`src/rtl/frame_cfg_pkg.sv`:
```
// Shared definitions for the frame write sequencer: FSM states, sync word,
// command opcodes and command-word field positions.
package frame_cfg_pkg;

    typedef enum logic [2:0] {
        IDLE    = 3'd0,
        SYNCED  = 3'd1,
        LOAD    = 3'd2,
        DISCARD = 3'd3,
        STROBE  = 3'd4
    } seq_state_e;

    localparam logic [31:0] SYNC_WORD      = 32'hFAB0_FAB1;
    localparam logic [3:0]  OP_FRAME_WRITE = 4'h1;
    localparam logic [3:0]  OP_DESYNC      = 4'h2;

    localparam int OP_LSB  = 28;
    localparam int OP_W    = 4;
    localparam int COL_LSB = 8;
    localparam int FRM_LSB = 0;
    localparam int ADDR_W  = 8;

    function automatic logic [OP_W-1:0] cmd_opcode(input logic [31:0] w);
        return w[OP_LSB +: OP_W];
    endfunction

    function automatic logic [ADDR_W-1:0] cmd_column(input logic [31:0] w);
        return w[COL_LSB +: ADDR_W];
    endfunction

    function automatic logic [ADDR_W-1:0] cmd_frame(input logic [31:0] w);
        return w[FRM_LSB +: ADDR_W];
    endfunction

endpackage

```
`src/rtl/frame_strobe_decoder.sv`:
```
// Combinational (column, frame, enable) -> one-hot frame strobe vector.
// Addresses outside the fabric decode to all zeros.
module frame_strobe_decoder
    import frame_cfg_pkg::*;
#(
    parameter int NumberOfCols    = 8,
    parameter int MaxFramesPerCol = 20
) (
    input  logic [ADDR_W-1:0]                          col,
    input  logic [ADDR_W-1:0]                          frame,
    input  logic                                       enable,
    output logic [NumberOfCols*MaxFramesPerCol-1:0]    strobe
);

    // one-hot decode of the column/frame address
    always_comb begin
        strobe = '0;
        for (int c = 0; c < NumberOfCols; c++) begin
            for (int f = 0; f < MaxFramesPerCol; f++) begin
                strobe[c*MaxFramesPerCol + f] = enable
                                                && (col == ADDR_W'(c))
                                                && (frame == ADDR_W'(f));
            end
        end
    end

endmodule

```
`src/rtl/frame_write_sequencer.sv`:
```
// Sequences a frame-based bitstream load: sync, command decode, row-by-row
// frame assembly and a timed one-hot frame strobe into the fabric.
module frame_write_sequencer
    import frame_cfg_pkg::*;
#(
    parameter int NumberOfRows    = 16,
    parameter int FrameBitsPerRow = 32,
    parameter int MaxFramesPerCol = 20,
    parameter int NumberOfCols    = 8,
    parameter int StrobeCycles    = 2
) (
    input  logic                                     CLK,
    input  logic                                     reset,
    input  logic [FrameBitsPerRow-1:0]               WriteData,
    input  logic                                     WriteValid,
    output logic                                     WriteReady,
    output logic [NumberOfRows*FrameBitsPerRow-1:0]  FrameData,
    output logic [NumberOfCols*MaxFramesPerCol-1:0]  FrameStrobe,
    output logic                                     Synced,
    output logic                                     Busy,
    output logic                                     Error,
    output logic [15:0]                              FrameCount
);

    localparam int FrameW  = NumberOfRows * FrameBitsPerRow;
    localparam int StrobeW = NumberOfCols * MaxFramesPerCol;
    localparam int RowW    = $clog2(NumberOfRows);
    localparam int TmrW    = $clog2(StrobeCycles + 1);
    localparam logic [RowW-1:0] LastRow = RowW'(NumberOfRows - 1);
    localparam logic [TmrW-1:0] LastTmr = TmrW'(StrobeCycles - 1);

    seq_state_e          state_q,  state_d;
    logic [RowW-1:0]     row_q,    row_d;
    logic [ADDR_W-1:0]   col_q,    col_d;
    logic [ADDR_W-1:0]   frm_q,    frm_d;
    logic [FrameW-1:0]   data_q,   data_d;
    logic [StrobeW-1:0]  strobe_q, strobe_d;
    logic                synced_q, synced_d;
    logic                error_q,  error_d;
    logic [15:0]         count_q,  count_d;
    logic [TmrW-1:0]     tmr_q,    tmr_d;

    logic                accept_s;
    logic [OP_W-1:0]     cmd_op_s;
    logic [ADDR_W-1:0]   cmd_col_s;
    logic [ADDR_W-1:0]   cmd_frm_s;
    logic                addr_ok_s;
    logic                dec_en_s;
    logic [StrobeW-1:0]  dec_strobe_s;

    // Ready depends on the state register only, never on WriteValid.
    assign WriteReady = (state_q != STROBE);
    assign accept_s   = WriteValid && WriteReady;

    assign cmd_op_s  = cmd_opcode(WriteData);
    assign cmd_col_s = cmd_column(WriteData);
    assign cmd_frm_s = cmd_frame(WriteData);
    assign addr_ok_s = (cmd_col_s < ADDR_W'(NumberOfCols))
                       && (cmd_frm_s < ADDR_W'(MaxFramesPerCol));

    assign dec_en_s = (state_q == LOAD) && accept_s && (row_q == LastRow);

    frame_strobe_decoder #(
        .NumberOfCols    (NumberOfCols),
        .MaxFramesPerCol (MaxFramesPerCol)
    ) u_strobe_decoder (
        .col    (col_q),
        .frame  (frm_q),
        .enable (dec_en_s),
        .strobe (dec_strobe_s)
    );

    // next-state and datapath update for the sequencer
    always_comb begin
        state_d  = state_q;
        row_d    = row_q;
        col_d    = col_q;
        frm_d    = frm_q;
        data_d   = data_q;
        strobe_d = strobe_q;
        synced_d = synced_q;
        error_d  = error_q;
        count_d  = count_q;
        tmr_d    = tmr_q;
        case (state_q)
            IDLE: begin
                if (accept_s && (WriteData == SYNC_WORD)) begin
                    state_d  = SYNCED;
                    synced_d = 1'b1;
                    error_d  = 1'b0;
                end else begin
                    state_d = IDLE;
                end
            end
            SYNCED: begin
                if (accept_s && (WriteData != SYNC_WORD)) begin
                    case (cmd_op_s)
                        OP_DESYNC: begin
                            state_d  = IDLE;
                            synced_d = 1'b0;
                        end
                        OP_FRAME_WRITE: begin
                            row_d = '0;
                            if (addr_ok_s) begin
                                col_d   = cmd_col_s;
                                frm_d   = cmd_frm_s;
                                state_d = LOAD;
                            end else begin
                                error_d = 1'b1;
                                state_d = DISCARD;
                            end
                        end
                        default: begin
                            error_d = 1'b1;
                        end
                    endcase
                end else begin
                    state_d = SYNCED;
                end
            end
            LOAD: begin
                if (accept_s) begin
                    for (int r = 0; r < NumberOfRows; r++) begin
                        if (row_q == RowW'(r)) begin
                            data_d[r*FrameBitsPerRow +: FrameBitsPerRow] = WriteData;
                        end else begin
                            data_d[r*FrameBitsPerRow +: FrameBitsPerRow] =
                                data_q[r*FrameBitsPerRow +: FrameBitsPerRow];
                        end
                    end
                    if (row_q == LastRow) begin
                        state_d  = STROBE;
                        strobe_d = dec_strobe_s;
                        tmr_d    = '0;
                    end else begin
                        row_d = row_q + RowW'(1);
                    end
                end else begin
                    state_d = LOAD;
                end
            end
            DISCARD: begin
                if (accept_s) begin
                    if (row_q == LastRow) begin
                        state_d = SYNCED;
                    end else begin
                        row_d = row_q + RowW'(1);
                    end
                end else begin
                    state_d = DISCARD;
                end
            end
            STROBE: begin
                // The strobe timer runs regardless of WriteValid.
                if (tmr_q == LastTmr) begin
                    strobe_d = '0;
                    count_d  = count_q + 16'd1;
                    state_d  = SYNCED;
                end else begin
                    tmr_d = tmr_q + TmrW'(1);
                end
            end
            default: begin
                state_d  = IDLE;
                strobe_d = '0;
            end
        endcase
    end

    // sequencer state and output registers
    always_ff @(posedge CLK or posedge reset) begin
        if (reset) begin
            state_q  <= IDLE;
            row_q    <= '0;
            col_q    <= '0;
            frm_q    <= '0;
            data_q   <= '0;
            strobe_q <= '0;
            synced_q <= 1'b0;
            error_q  <= 1'b0;
            count_q  <= 16'd0;
            tmr_q    <= '0;
        end else begin
            state_q  <= state_d;
            row_q    <= row_d;
            col_q    <= col_d;
            frm_q    <= frm_d;
            data_q   <= data_d;
            strobe_q <= strobe_d;
            synced_q <= synced_d;
            error_q  <= error_d;
            count_q  <= count_d;
            tmr_q    <= tmr_d;
        end
    end

    assign Busy        = (state_q == LOAD) || (state_q == DISCARD) || (state_q == STROBE);
    assign FrameData   = data_q;
    assign FrameStrobe = strobe_q;
    assign Synced      = synced_q;
    assign Error       = error_q;
    assign FrameCount  = count_q;

endmodule
```
`config.mk`:
```
export PLATFORM = sky130hd
export DESIGN_NAME = frame_write_sequencer
export DESIGN_NICKNAME = d
export VERILOG_FILES = /design/src/rtl/frame_cfg_pkg.sv /design/src/rtl/frame_strobe_decoder.sv /design/src/rtl/frame_write_sequencer.sv
export SDC_FILE = /design/constraint.sdc
export NUM_CORES = 1
export LEC_CHECK = 0
export ABC_CLOCK_PERIOD_IN_PS = 26800
export CAP_MARGIN = 20
export CORE_AREA = 4 4 301 303
export CTS_CLUSTER_SIZE = 12
export DETAILED_ROUTE_END_ITERATION = 7
export DIE_AREA = 0 0 305 307
export PLACE_DENSITY = 0.59
export SLEW_MARGIN = 5
export SYNTH_ARGS = -nofsm -noshare
export SYNTH_HDL_FRONTEND = slang
export SYNTH_SLANG_ARGS = --single-unit
```
`constraint.sdc`:
```
create_clock -name CLK -period 26.8 [get_ports CLK]
set_clock_uncertainty 0.1 [all_clocks]
set_input_delay 5.36 -clock CLK [delete_from_list [all_inputs] [get_ports CLK]]
set_output_delay 5.36 -clock CLK [all_outputs]
set_load 0.01 [all_outputs]
```
==> flow_summary_export.csv, run 1 <==
group,metric,value,unit
place,place_hpwl,70200,microns
routing,wl,101000,microns
worst_setup_path,cpPeakStageDelay,0.71,ns
hold_path,min_to,"FrameCount[15]",
routing,via_per_inst,4.83,
global_routing,overflow,0,
worst_setup_path,endpoint_kind,"output port",
clock_network,numCtsBuffers,81,
clock_network,cts-htree-levels,3,
global_routing,antenna_found_initial,4,
worst_setup_path,crit_chain,"nor3b_2 > inv_1 > nand2_1 > clkdlybuf4s50_1",
flow_run,cap_violations,0,
worst_setup_path,required,21.34,ns
worst_setup_path,reg2reg_depth,7,
clock_network,cts_setup_buffers,0,
routing,vias,18800,
synth,yosysSeqAreaShare,65.9,%
routing,remaining_drc_errors,0,
worst_setup_path,crit_family,"buffers and inverters",
synth,synth_cells,1934,
power,peakVddDrop,0.0000477,V
die,die_h,307,microns
synth,ys_ff_latch,715,
global_routing,grt_busiest_layer,"met2",
finish,fillCellCount,7980,
routing,drt_iter0_markers,913,
synth,avgSynthCellArea,14.0,sq um
global_routing,use_met1,25.2,%
place,place_inst,3732,
status,status,"completed",
place,numPortBuffers,726,
finish,area_growth,41.4,%
finish,layoutNonFillerInstCount,3882,
finish,fin_area,38400,sq um
global_routing,grtUsageTotal,21.1,%
synth,syn-cell-area,27200,sq um
global_routing,grt_pass1_wl,146000,microns
clock_network,cts_tree,"yes",
timing,tns,0,ns
clock_network,clk_pin_slew,0.06,ns
routing,wire_per_inst,25.9,microns
global_routing,met2_usage,36.7,%
die,start_util,30.9,%
place,gp_congestion,0.799,
timing,period_needed,8.21,ns
synth,ys_types,54,
worst_setup_path,crit_fanout,14,
synth,yosysWarnings,0,
worst_setup_path,cp.buffers_inverters,2,
worst_setup_path,rr_endpoint,"FrameStrobe[15]",
timing,tightest_slew,1.12,ns
worst_setup_path,path_class,"flip-flop to output port",
timing,slew_viol_final,0,
synth,synth-main-ff-cell,"dfrtp_1",
synth,async_flop_share,100,%
die,fp.dieW,305,microns
clock_network,postCtsHoldBufs,0,
timing,post-route-period-util,30.6,%
global_routing,grt_pass1_vias,20100,
timing,relSlewSlack,25.3,%
finish,final_common_cell,"clkdlybuf4s50_1",
worst_setup_path,arrival,2.75,ns
timing,fmax,122,MHz
die,ios,727,
clock_network,cts_num_sinks,715,
worst_setup_path,cp-start-kind,"flip-flop",
finish,fin_util,43.6,%
synth,synthesis.nets,1975,
power,leakagePower,0.0182,uW
worst_setup_path,crit_cells,4,
synth,synth_edf_count,0,
clock_network,cts_buffer_depth,3,
hold_path,hp-start,"FrameCount[15]",
timing,setup_viol,0,
hold_path,min_path_cells,1,
place,dpl_cell_area,35700,sq um
global_routing,globalRouteMet3Util,7.32,%
routing,firstDrtPassIters,5,
clock_network,cts_resized,0,
finish,drive_gt1_share,26.1,%
global_routing,grt_max_degree,162,
worst_setup_path,cp_slowest_cell,"clkdlybuf4s50_1",
die,rows,109,
timing,rsz0062_at_grt,"no",
worst_setup_path,ff2ff_setup_slack,23.55,ns
timing,finalHoldViolCount,0,
finish,final_cell_mix,"clkdlybuf4s50_1, dfrtp_1, mux2_2",
clock_network,ctsRootBufferMaster,"clkbuf_16",
die,core_area,88000,sq um
clock_network,clkLatencyLatePin,0.62,ns
timing,holdWs,0.375,ns
die,die-area,93600,sq um
routing,antenna_left,0,
worst_setup_path,r2r-start,"row_q[0]",
finish,nets,2695,
power,power_per_cell_area,57.8,nW/um^2
hold_path,hold_path.class,"flip-flop to flip-flop",
## per-layer routing
layer	share of wire (%)	wire length (microns)	vias up
met5	0	0	-
met4	2.1	2140	0
met3	8.7	8760	123
met2	49	49800	743
met1	40	40000	9758
li1	-	-	8132
## cell usage after synthesis (9+ instances only)
master,n,area [sq um]
mux2_2,490,5520
buf_2,54,270
dfrtp_1,715,17900
nor2b_1,14,87.6
nand3_1,12,60.1
clkbuf_1,72,270
o21ai_0,105,526
o21ai_1,12,60.1
o21ai_2,10,87.6
nand2_1,265,995
nor2_1,26,97.6
xor2_1,10,87.6
a22o_1,40,350
nor3_1,9,45.0
## per-stage QoR
step                      setup slack, ns  total power [uW]
after CTS                           18.43              2250
after detailed placement            18.21              1160
after global routing                18.41              2300
final                               18.59              2220
after global placement              18.28              1160
after floorplan                      1.28              1130
## power by group
group | leakage (uW) | internal (uW) | switching [uW]
clock network | 0.00127 | 631 | 452
logic | 0.00691 | 9.18 | 46.8
registers | 0.00998 | 1080 | 0.000245
## flip-flops by register name (all words and copies together) (netlist names)
name	flops
Error	1
FrameCount	16
FrameData	512
FrameStrobe	160
Synced	1
col_q	8
frm_q	8
row_q	4
state_q	3
tmr_q	2
## cell type report
class	count	area (sq um)	area share, %
multi-input cells	1077	8690	22.6
flip-flops and latches	715	17900	46.6
repair buffers	772	7730	20.1
clock inverters	25	273	0.710
clock buffers	118	2320	6.03
diodes	3	7.51	0.0196
well taps	1165	1460	3.80
inverters	7	33.8	0.0880
## logic make-up (layout without fill, tap and decap cells)
logic type / Yosys count / after routing / synth area share (%)
flip-flops: 715 / 715 / 65.9
multiplexers: 490 / 490 / 20.3
other: 0 / 3 / 0
buffers and inverters: 142 / 922 / 2.34
AO/OA/AOI/OAI: 179 / 179 / 4.07
AND/OR/NAND/NOR: 385 / 385 / 6.56
adder cells (fa/ha/maj): 6 / 6 / 0.276
XOR/XNOR: 17 / 17 / 0.548
## worst max-delay path by stage
stage	from	endpoint	slack, ns
6_report	state_q[0]	Busy	18.59
3_3_place_gp	reset	FrameData[127]	18.28
2_1_floorplan	reset	Error	1.28
3_5_place_dp	reset	FrameData[23]	18.21
5_1_grt	state_q[0]	Busy	18.41
4_1_cts	state_q[0]	Busy	18.43
Note: power is estimated with default switching activity, not from simulation.
==> inputs of run 2 (changes only) <==
- ABC_CLOCK_PERIOD_IN_PS: 26800 -> 7300
- clock period: 26.8 -> 7.3 ns (I/O delays scaled with it)
==> flow_summary_export.csv, run 2 (same netlist as run 1, synthesis figures left out) <==
group,metric,value,unit
finish,area_growth,41.6,%
power,peakVddDrop,0.000195,V
clock_network,postCtsHoldBufs,0,
power,swShare,22.8,%
timing,period_needed,4.37,ns
status,status,"completed",
worst_setup_path,required,5.74,ns
clock_network,clk_pin_slew,0.06,ns
timing,slew_viol_final,0,
power,leakagePower,0.0182,uW
finish,nets,2702,
hold_path,hold_path.class,"flip-flop to flip-flop",
place,gp_congestion,0.827,
finish,final_common_cell,"clkdlybuf4s50_1",
power,power,8200,uW
finish,multiInputGateArea,8690,sq um
clock_network,numCtsBuffers,81,
die,die_h,307,microns
worst_setup_path,cp-start-kind,"flip-flop",
worst_setup_path,cp_slowest_cell,"clkdlybuf4s50_1",
timing,setup_viol,0,
flow_run,cap_violations,0,
clock_network,cts_buffer_depth,3,
finish,fillCellCount,8006,
timing,post-route-period-util,59.8,%
routing,firstDrtPassIters,5,
timing,relSlewSlack,35.0,%
place,numPortBuffers,726,
power,p_comb_share,2.6,%
power,p_int,6340,uW
worst_setup_path,crit_fanout,14,
timing,rsz0062_at_grt,"no",
clock_network,cts_resized,0,
routing,wire_per_inst,26.3,microns
timing,tns,0,ns
global_routing,grtUsageTotal,21.4,%
finish,final-seq-area,17900,sq um
worst_setup_path,arrival,2.81,ns
global_routing,overflow,0,
worst_setup_path,path_class,"flip-flop to output port",
finish,drive_gt1_share,26.4,%
global_routing,grt_pass1_wl,147000,microns
power,power_per_cell_area,213,nW/um^2
worst_setup_path,cp.buffers_inverters,2,
worst_setup_path,crit_family,"buffers and inverters",
die,fp.dieW,305,microns
place,place_hpwl,71000,microns
worst_setup_path,cpPeakStageDelay,0.72,ns
global_routing,grt_pass1_vias,20200,
clock_network,ctsRootBufferMaster,"clkbuf_16",
routing,vias,18800,
clock_network,cts_num_sinks,715,
die,core_area,88000,sq um
clock_network,cts-htree-levels,3,
power,p_clk_share,49.1,%
die,start_util,30.9,%
routing,antenna_left,0,
finish,final_cell_mix,"clkdlybuf4s50_1, dfrtp_1, mux2_2",
worst_setup_path,endpoint_kind,"output port",
timing,finalHoldViolCount,0,
global_routing,grt_max_degree,173,
routing,via_per_inst,4.84,
global_routing,antenna_found_initial,12,
routing,drt_iter0_markers,1165,
timing,tightest_slew,0.972,ns
clock_network,clkLatencyLatePin,0.63,ns
clock_network,cts_tree,"yes",
timing,fmax,229,MHz
routing,wl,102000,microns
die,rows,109,
power,seq_power_share,48.3,%
power,switchingPower,1870,uW
die,ios,727,
finish,largest_register_ffs,512,
routing,remaining_drc_errors,0,
clock_network,cts_setup_buffers,0,
worst_setup_path,crit_chain,"nor3b_2 > inv_1 > nand2_1 > clkdlybuf4s50_1",
die,die-area,93600,sq um
-- run 2: changes by cell type in the layout (fill, tap and decap cells not counted), moves of 2 or more --
cell / delta
clkinv_8: -2
clkinv_16: +2
clkbuf_1: -6
diode_2: +7
buf_16: -3
inv_6: -3
clkbuf_8: +2
buf_4: +9
-- run 2: metrics by stage --
stage | setup slack, ns | instance area [sq um] | std cells | hold WS [ns] | utilization [%]
finish | 2.93 | 38500 | 3892 | 0.381 | 43.7
detailed placement | 2.58 | 35800 | 3742 | 0.364 | 40.7
CTS | 2.75 | 38400 | 3881 | 0.383 | 43.7
global placement | 2.70 | 35700 | 3738 | 0.357 | 40.6
global route | 2.71 | 38400 | 3882 | 0.393 | 43.7
floorplan | -4.05 | 27200 | 1934 | 0.346 | -
-- run 2: worst min-delay path, cell delays in order, from the launching register on --
cell     delay [ns]
dfrtp_1        0.34
nand2_1        0.05
o21ai_0        0.06
-- run 2: worst paths after layout --
check                                 startpoint                to  slack (ns)  cells past startpoint
worst max register to register        state_q[0]  FrameStrobe[124]        4.19                      5
worst max-delay path                  state_q[0]              Busy        2.93                      4
worst min-delay path            FrameStrobe[146]  FrameStrobe[146]        0.38                      2
worst min register to register  FrameStrobe[146]  FrameStrobe[146]        0.38                      2
min in group asynchronous                  reset    FrameData[105]        1.31                      2
max in group asynchronous                  reset    FrameData[251]        4.36                      3
-- run 2: metal layers --
metal	GRT usage, %	routed length, microns	share of wire (%)	vias to the layer above
met1	25.7	40100	39	9740
li1	-	-	-	8129
met4	7.43	3550	3.5	0
met5	0	0	0	-
met3	7.37	9300	9.1	169
met2	35.9	49300	48	810
-- run 2: power by group through the flow --
stage	sequential (uW)	clock, uW	combinational (uW)
after floorplan	4040	0	90.9
after global placement	4040	0	216
after detailed placement	4040	0	220
after CTS	3960	4140	220
after global routing	3960	4320	233
final	3960	4030	210
-- run 2: layout make-up --
class	count	area share, %
Sequential cell	715	46.5
Multi-Input combinational cell	1077	22.6
Timing Repair Buffer	779	20.1
Clock buffer	114	6.04
Tap cell	1165	3.79
Clock inverter	25	0.807
Inverter	7	0.0781
Antenna cell	10	0.0651
